File: config.mk
export PLATFORM = sky130hd
export DESIGN_NAME = scaled_sprite_renderer
export DESIGN_NICKNAME = d
export VERILOG_FILES = /design/src/rtl/sprite_pkg.sv /design/src/rtl/scaled_sprite_renderer_dda_axis.sv /design/src/rtl/scaled_sprite_renderer.sv
export SDC_FILE = /design/constraint.sdc
export NUM_CORES = 1
export LEC_CHECK = 0
export ABC_AREA = 1
export CORE_MARGIN = 2
export CORE_UTILIZATION = 25
export DETAILED_ROUTE_END_ITERATION = 16
export GPL_TIMING_DRIVEN = 0
export PLACE_DENSITY_LB_ADDON = 0.12
export RECOVER_POWER = 25
export SLEW_MARGIN = 10
export SYNTH_ARGS = -nofsm -noshare
export SYNTH_HDL_FRONTEND = slang
export SYNTH_HIERARCHICAL = 1
export SYNTH_SLANG_ARGS = --single-unit
File: constraint.sdc
create_clock -name vga_clk -period 6.15 [get_ports vga_clk]
set_clock_uncertainty 0.15 [all_clocks]
set_input_delay 0.9225 -clock vga_clk [delete_from_list [all_inputs] [get_ports vga_clk]]
set_output_delay 0.9225 -clock vga_clk [all_outputs]
set_load 0.1 [all_outputs]
File: src/rtl/sprite_pkg.sv
// Shared raster constants, colour type and brightness scaling
// for the scaled sprite renderer.
package sprite_pkg;

  localparam int H_ACTIVE = 640;
  localparam int V_ACTIVE = 480;
  localparam int H_TOTAL  = 800;
  localparam int V_TOTAL  = 525;

  typedef struct packed {
    logic [3:0] r;
    logic [3:0] g;
    logic [3:0] b;
  } rgb444_t;

  // Full scale (15) adds c>>3 back to offset the /16 truncation.
  function automatic logic [3:0] fade_ch(
    input logic [3:0] c,
    input logic [3:0] f
  );
    logic [7:0] p;
    p = {4'd0, c} * {4'd0, f};
    return p[7:4] + ((f == 4'hF) ? {3'd0, c[3]} : 4'd0);
  endfunction

  function automatic rgb444_t fade_rgb(
    input rgb444_t    c,
    input logic [3:0] f
  );
    rgb444_t o;
    o.r = fade_ch(c.r, f);
    o.g = fade_ch(c.g, f);
    o.b = fade_ch(c.b, f);
    return o;
  endfunction

endpackage

File: src/rtl/scaled_sprite_renderer_dda_axis.sv
// One scaling axis: error-accumulator stepping of a source index,
// giving floor(k*SRC/DST) after k steps, saturating at SRC-1.
module dda_axis
  import sprite_pkg::*;
#(
  parameter int SRC = 185,
  parameter int DST = 640,
  parameter int IW  = 8
) (
  input  logic          clk_i,
  input  logic          rst_i,
  input  logic          start_i,
  input  logic          step_i,
  output logic [IW-1:0] idx_o,
  output logic          stepped_o
);

  localparam int AW = $clog2(SRC + DST);

  logic [AW-1:0] acc_q, acc_d, acc_sum;
  logic [IW-1:0] idx_q, idx_d;

  // idx_o is the value for the current sample, state keeps it
  always_comb begin
    acc_sum   = acc_q + AW'(SRC);
    acc_d     = acc_q;
    idx_d     = idx_q;
    stepped_o = 1'b0;
    if (start_i) begin
      acc_d = '0;
      idx_d = '0;
    end else if (step_i) begin
      if (acc_sum >= AW'(DST)) begin
        acc_d = acc_sum - AW'(DST);
        if (idx_q != IW'(SRC - 1)) begin
          idx_d     = idx_q + 1'b1;
          stepped_o = 1'b1;
        end
      end else begin
        acc_d = acc_sum;
      end
    end
  end

  assign idx_o = idx_d;

  always_ff @(posedge clk_i or posedge rst_i) begin
    if (rst_i) begin
      acc_q <= '0;
      idx_q <= '0;
    end else begin
      acc_q <= acc_d;
      idx_q <= idx_d;
    end
  end

endmodule

File: src/rtl/scaled_sprite_renderer.sv
// Scales a palettised ROM image into a screen window with
// transparency key, background pass-through and fade.
module scaled_sprite_renderer
  import sprite_pkg::*;
#(
  parameter int SRC_W     = 185,
  parameter int SRC_H     = 131,
  parameter int DST_W     = 640,
  parameter int DST_H     = 480,
  parameter int IDX_W     = 3,
  parameter int ADDR_W    = 15,
  parameter int TRANS_IDX = 0
) (
  input  logic              vga_clk,
  input  logic              reset,
  input  logic [9:0]        DrawX,
  input  logic [9:0]        DrawY,
  input  logic              blank,
  input  logic [9:0]        win_x0,
  input  logic [9:0]        win_y0,
  input  logic              trans_en,
  input  logic [3:0]        fade,
  input  logic [11:0]       bg_rgb,
  output logic [ADDR_W-1:0] rom_addr,
  input  logic [IDX_W-1:0]  rom_q,
  output logic [IDX_W-1:0]  pal_index,
  input  logic [11:0]       pal_rgb,
  output logic [3:0]        red,
  output logic [3:0]        green,
  output logic [3:0]        blue,
  output logic              sprite_hit
);

  localparam int XW = (SRC_W > 1) ? $clog2(SRC_W) : 1;
  localparam int YW = (SRC_H > 1) ? $clog2(SRC_H) : 1;

  logic [9:0]        wx_q, wx_d, wy_q, wy_d;
  logic [3:0]        fade_q, fade_d;
  logic [9:0]        y_q;
  logic              yv_q;
  logic [ADDR_W-1:0] row_q, row_d, addr_q, addr_d;
  logic              v0_q, in0_q, v1_q, in1_q;
  rgb444_t           rgb_q, rgb_d;
  logic              hit_q, hit_d;

  logic              frame_start, line_chg;
  logic [9:0]        inx, iny;
  logic              in_x, in_y, x_start;
  logic              y_start, y_step, y_stepped, x_stepped;
  logic [XW-1:0]     src_x;
  logic [YW-1:0]     src_y;
  logic              unused;

  // Window/fade take effect on the frame-start pixel itself
  assign frame_start = (DrawX == 10'd0) && (DrawY == 10'd0);
  assign wx_d   = frame_start ? win_x0 : wx_q;
  assign wy_d   = frame_start ? win_y0 : wy_q;
  assign fade_d = frame_start ? fade : fade_q;

  assign inx  = DrawX - wx_d;
  assign iny  = DrawY - wy_d;
  assign in_x = {1'b0, inx} < 11'(DST_W);
  assign in_y = {1'b0, iny} < 11'(DST_H);

  assign x_start  = (inx == 10'd0);
  assign line_chg = yv_q && (DrawY != y_q);
  assign y_start  = line_chg && (iny == 10'd0);
  assign y_step   = line_chg && in_y;

  dda_axis #(
    .SRC (SRC_W),
    .DST (DST_W),
    .IW  (XW)
  ) u_dda_x (
    .clk_i     (vga_clk),
    .rst_i     (reset),
    .start_i   (x_start),
    .step_i    (in_x),
    .idx_o     (src_x),
    .stepped_o (x_stepped)
  );

  dda_axis #(
    .SRC (SRC_H),
    .DST (DST_H),
    .IW  (YW)
  ) u_dda_y (
    .clk_i     (vga_clk),
    .rst_i     (reset),
    .start_i   (y_start),
    .step_i    (y_step),
    .idx_o     (src_y),
    .stepped_o (y_stepped)
  );

  assign unused = ^{src_y, x_stepped};

  // Row base follows src_y by repeated addition of the row pitch
  always_comb begin
    row_d = row_q;
    if (y_start) begin
      row_d = '0;
    end else if (y_stepped) begin
      row_d = row_q + ADDR_W'(SRC_W);
    end
    addr_d = row_d + ADDR_W'(src_x);
  end

  assign rom_addr  = addr_q;
  assign pal_index = rom_q;

  always_comb begin
    rgb_d = '0;
    hit_d = 1'b0;
    if (v1_q) begin
      if (!in1_q || (trans_en && rom_q == IDX_W'(TRANS_IDX))) begin
        rgb_d = rgb444_t'(bg_rgb);
      end else begin
        rgb_d = fade_rgb(rgb444_t'(pal_rgb), fade_q);
        hit_d = 1'b1;
      end
    end
  end

  always_ff @(posedge vga_clk or posedge reset) begin
    if (reset) begin
      wx_q   <= '0;
      wy_q   <= '0;
      fade_q <= 4'hF;
      y_q    <= '0;
      yv_q   <= 1'b0;
      row_q  <= '0;
      addr_q <= '0;
      v0_q   <= 1'b0;
      in0_q  <= 1'b0;
      v1_q   <= 1'b0;
      in1_q  <= 1'b0;
      rgb_q  <= '0;
      hit_q  <= 1'b0;
    end else begin
      wx_q   <= wx_d;
      wy_q   <= wy_d;
      fade_q <= fade_d;
      y_q    <= DrawY;
      yv_q   <= 1'b1;
      row_q  <= row_d;
      addr_q <= addr_d;
      v0_q   <= blank;
      in0_q  <= in_x && in_y;
      v1_q   <= v0_q;
      in1_q  <= in0_q;
      rgb_q  <= rgb_d;
      hit_q  <= hit_d;
    end
  end

  assign red        = rgb_q.r;
  assign green      = rgb_q.g;
  assign blue       = rgb_q.b;
  assign sprite_hit = hit_q;

endmodule

After elaboration in Yosys (flattened, before gate mapping)

Cells that the tools add are included.

Add/sub/neg operators: 13
$mul: 3
Shift-type cells: 0
Equality and inequality tests: 4
Div/mod/pow operators: 0
Bitwise logic cells: 0
Reductions and logical operators: 18
Mux-type cells: 29
$lt $le $gt $ge: 4

Operators by type and width:

| cell                   | count |
|---|---|
| $mux 10                | 8 |
| $mux 8                 | 8 |
| $logic_not 10->1       | 4 |
| $mux 15                | 2 |
| $mul 4x4->8            | 3 |
| $mux 12                | 2 |
| $add 10x8->10 const B  | 2 |
| $sub 10x10->10         | 2 |
| $add 8x1->8 const B    | 2 |
| $ne 8x8->1 const B     | 2 |
| $add 15x8->15          | 1 |
| $add 15x8->15 const B  | 1 |
| $add 4x1->4            | 3 |
| $ge 10x10->1 const B   | 1 |
| $ge 10x9->1 const B    | 1 |
| $lt 10x10->1 const B   | 1 |
| $lt 10x9->1 const B    | 1 |
| $ne 10x10->1           | 1 |
| $sub 10x10->10 const B | 1 |
| $sub 10x9->10 const B  | 1 |
| $mux 1                 | 9 |
| $reduce_bool 2->1      | 4 |
| $logic_and 1x1->1      | 6 |
| $eq 4x4->1 const B     | 1 |
| 4 further kinds        | 4 |

Register bits: 118
Logic and storage cells: 90
RAM bits: 0
Memories: 0
ROM bits: 0
Latch bits: 0
Output and inout bits: 31
Input bits: 75

Depth between registers and ports, before layout

Depth in word-level cells: 11
Gate-level depth with buffers: 44
Gate-level depth less buffers: 40

By module

The synthesis kept the hierarchy.

By module, submodules not included:

| module                 | area an instance (sq um) | cells an instance | sequential area each (sq um) | times used |
|---|---|---|---|---|
| scaled_sprite_renderer | 6307.3                   | 853               | 2057.0                       | 1 |
| dda_axis (u_dda_x)     | 1283.7                   | 169               | 450.4                        | 1 |
| dda_axis (u_dda_y)     | 1275.0                   | 179               | 450.4                        | 1 |

Least setup slack after synthesis

OpenSTA, ideal clock, no wires.

Path type: in2reg
Start point: input DrawX[2]
End point: register addr_q[14], in the netlist rom_addr[14]
Library setup time: 0.116 ns
Stages on the path: 39
Setup slack: 0.048 ns
Required time: 5.884 ns
Buffers on the path: 4
Data arrival time: 5.835 ns
Cells stage by stage: nor2_1 nand2_1 nor2_4 nand3_4 clkbuf_1 clkbuf_1 o21ai_0 ha_1 a21oi_1 nor2_1 nor2_1 nand2_1 nand2_1 nand2_1 inv_1 nand3_2 nand2_4 nand3_1 (+3 left out) nand3_1 nor2_1 buf_2 xnor2_1 nor2_1 ha_1 inv_1 fa_1 nor2_1 a211oi_1 o21ai_0 a21boi_0 nor2_1 nand3_1 nor2_2 nand2_1 nand2_1 nand2_1

Cells in the longest elaborated chain, start to end: 11
Elaborated cells on any way between the ends: 19
Classes of those cells: add/sub: 3; order compare: 2; mux: 8; reduce/logical: 6

Ends and longest elaborated chain:

| item                 | line                                  | source |
|---|---|---|
| from (decl)          | scaled_sprite_renderer.sv:16          | `input logic [9:0] DrawX,` |
| $logic_not 10->1     | scaled_sprite_renderer.sv:55          | `assign frame_start = (DrawX == 10'd0) && (DrawY == 10'd0);` |
| $logic_and 1x1->1    | scaled_sprite_renderer.sv:55          |  |
| $mux 10              | scaled_sprite_renderer.sv:57          | `assign wy_d = frame_start ? win_y0 : wy_q;` |
| $sub 10x10->10       | scaled_sprite_renderer.sv:61          | `assign iny = DrawY - wy_d;` |
| $lt 10x9->1          | scaled_sprite_renderer.sv:63          | `assign in_y = {1'b0, iny} < 11'(DST_H);` |
| $logic_and 1x1->1    | scaled_sprite_renderer.sv:68          | `assign y_step = line_chg && in_y;` |
| via y_step           | scaled_sprite_renderer.sv:49          | `logic y_start, y_step, y_stepped, x_stepped;` |
| $mux 1               | scaled_sprite_renderer_dda_axis.sv:32 | `end else if (step_i) begin` |
| $mux 1               | scaled_sprite_renderer_dda_axis.sv:29 | `if (start_i) begin` |
| via y_stepped        | scaled_sprite_renderer.sv:49          |  |
| $mux 15              | scaled_sprite_renderer.sv:103         | `end else if (y_stepped) begin` |
| $mux 15              | scaled_sprite_renderer.sv:101         | `if (y_start) begin` |
| via row_d[0]         | scaled_sprite_renderer.sv:41          | `logic [ADDR_W-1:0] row_q, row_d, addr_q, addr_d;` |
| $add 15x8->15        | scaled_sprite_renderer.sv:106         | `addr_d = row_d + ADDR_W'(src_x);` |
| via addr_d[14]       | scaled_sprite_renderer.sv:41          |  |
| to (signal assigned) | scaled_sprite_renderer.sv:147         | `addr_q <= addr_d;` |
| to (decl)            | scaled_sprite_renderer.sv:41          |  |

The timed path passes the listed nets, and every way through them passes these cells.
A chain may end at the register's enable or synchronous reset.

Worst setup path in the final report

Start point: input DrawX[7]
End point: register addr_q[10], in the netlist rom_addr[10]

Same word-level chain as after synthesis.

==> impl_metrics.env <==
export IMPL_path_class="primary input to flop"
export IMPL_crit_path_end_kind="flop"
export IMPL_die_w_um=192
export IMPL_gp_congestion=0.780
export IMPL_slowest_delay_ns=0.43
export IMPL_fp_row_count=68
export IMPL_tightestPinTransition_ns=2.99
export IMPL_reg2reg_slack_ns=1.58
export IMPL_via_per_inst=4.25
export IMPL_root_buffer="clkbuf_16"
export IMPL_core_sq_um=34700
export IMPL_start_util=0.255
export IMPL_cap_violations=2
export IMPL_slew_headroom=-0.994
export IMPL_synth_area_sq_um=8860
export IMPL_clock_fmax_mhz=170
export IMPL_power_mw=4.44
export IMPL_hpwl_mm=17.7
export IMPL_hp_class="flop to flop"
export IMPL_failed_checks="max-capacitance violations, max-slew violations"
export IMPL_finalSetupViolCount=0
export IMPL_cts_tree="yes"
export IMPL_crit_fanout=10
export IMPL_cts_sinks=118
export IMPL_design_area_sq_um=11700
export IMPL_worst_hold_slack_ns=0.196
export IMPL_cts_buffer_depth=2
export IMPL_syn_num_nets=1360
export IMPL_track_usage=0.132
export IMPL_drive_above_1_share=0.155
export IMPL_numCtsBuffers=17
export IMPL_grt_pass1_vias=7782
export IMPL_ios=106
export IMPL_period_needed_ns=5.87
export IMPL_area_delta_synth_final_pct=32.4
export IMPL_antenna_diode_count=0
export IMPL_drt_iter0_markers=308
export IMPL_fillers=3734
export IMPL_drtPass1Iterations=4
export IMPL_grt_pass1_wl_mm=38.4
export IMPL_num_vias=7780
export IMPL_syn_area_per_cell_sq_um=7.39
export IMPL_p_per_area_nw_per_um2=378
export IMPL_critPathSlowestCell="clkdlybuf4s50_1"
export IMPL_cts_hold_buffers=0
export IMPL_timing_final_crit_share=0.954
export IMPL_finalHoldViolCount=0
export IMPL_grt_max_degree=54
export IMPL_required_ns=6.32
export IMPL_synthCells=1200
export IMPL_wirelength_mm=23.2
export IMPL_clk_latency_ns=0.42
export IMPL_route_detailed_drc=0
export IMPL_die_h_um=192
export IMPL_grt_overflow=0
export IMPL_ir_worst_vdd_uv=229
export IMPL_avgRoutedWirePerCell_um=12.6
export IMPL_dieArea_sq_um=37000
export IMPL_antenna_found_initial=0
export IMPL_status="finished, violations left"
export IMPL_multi_input_area_sq_um=5170
export IMPL_power_leakage_nw=6.23
export IMPL_placedInstanceArea_sq_um=10500
export IMPL_regArea_sq_um=2960
export IMPL_htreeDepth=4
export IMPL_clk_pin_slew_ns=0.05
export IMPL_drtAntennaViolNets=0
export IMPL_critPathMostFrequentCell="nand2_1"
export IMPL_crit_arrival_ns=6.04
export IMPL_maxSlewViolCount=85
export IMPL_nets=1524
export IMPL_startpoint_type="primary input"
export IMPL_io_buffers=105
export IMPL_synth_warnings=6
cell type report:
type | count | share of cell area
Buffer | 20 | 0.0160
Clock buffer | 23 | 0.0424
Clock inverter | 8 | 0.00821
Inverter | 238 | 0.0769
Multi-Input combinational cell | 824 | 0.441
Sequential cell | 118 | 0.252
Tap cell | 455 | 0.0485
Timing Repair Buffer | 145 | 0.115
layer usage:
layer	up-vias	share of wire	track usage
met5	-	0	0
met4	0	0.0081	0.0294
met3	9	0.035	0.0293
met2	115	0.47	0.219
met1	3588	0.49	0.174
li1	4068	-	-
critical path, delay by kind of cell:
family | cells | cell delay (ns)
simple gates | 19 | 1.82
buf+inv | 9 | 1.38
fa+ha+maj | 3 | 0.82
compound gates | 6 | 0.76
xor+xnor | 2 | 0.32
power breakdown:
group | internal (mW) | total, mW | switching [mW]
sequential | 0.986 | 1.15 | 0.163
clock | 0.646 | 1.02 | 0.374
combinational | 0.814 | 2.27 | 1.46
total | 2.45 | 4.44 | 1.99
placed cells by master (no fill, tap or decap), types with 21 or more instances in the layout:
master           instances
nand2_1                290
clkdlybuf4s50_1         86
ha_1                    70
nand4_1                 21
buf_4                   43
nand2_2                 24
inv_1                  229
dfrtp_1                114
nor2_1                 100
a21oi_1                 32
xor2_1                  33
o21ai_0                 44
nand3_1                 57
sequential cells by signal, summed over array words and instances (netlist names):
| name | count |
|---|---|
| blue | 4 |
| fade_q | 4 |
| green | 4 |
| in0_q | 1 |
| in1_q | 1 |
| red | 4 |
| rom_addr | 15 |
| row_q | 15 |
| sprite_hit | 1 |
| u_dda_x/acc_q | 10 |
| u_dda_x/idx_q | 8 |
| u_dda_y/acc_q | 10 |
| u_dda_y/idx_q | 8 |
| v0_q | 1 |
| v1_q | 1 |
| wx_q | 10 |
| wy_q | 10 |
| y_q | 10 |
| yv_q | 1 |
metrics by stage:
step                setup slack [ns]  std cells  setup TNS [ns]  utilization
finish                         0.284       1831               0        0.338
global route                 -0.0350       1831         -0.0689        0.338
CTS                          0.00937       1812               0        0.331
detailed placement             -2.47       1761          -32.72        0.303
global placement               -2.43       1760          -32.61        0.302
floorplan                     0.0485       1200               0            -
worst paths after layout:
| check | depth (start not counted) | to | start |
|---|---|---|---|
| hold reg to reg | 0 | v1_q | v0_q |
| hold / removal | 0 | v1_q | v0_q |
| max in group asynchronous | 3 | wy_q[6] | reset |
| setup / recovery | 39 | rom_addr[10] | DrawX[7] |
| min in group asynchronous | 2 | u_dda_x/idx_q[2] | reset |
| setup reg to reg | 33 | rom_addr[10] | wy_q[4] |
timing repair:
item / in CTS / in global routing
setup buffers: 20 / 19
pin swaps: 26 / 33
resized for setup: 77 / 47
gates cloned: 0 / 0
endpoints found under the setup margin: 24 / 8
No activity file was read; power rests on OpenSTA's default activity.
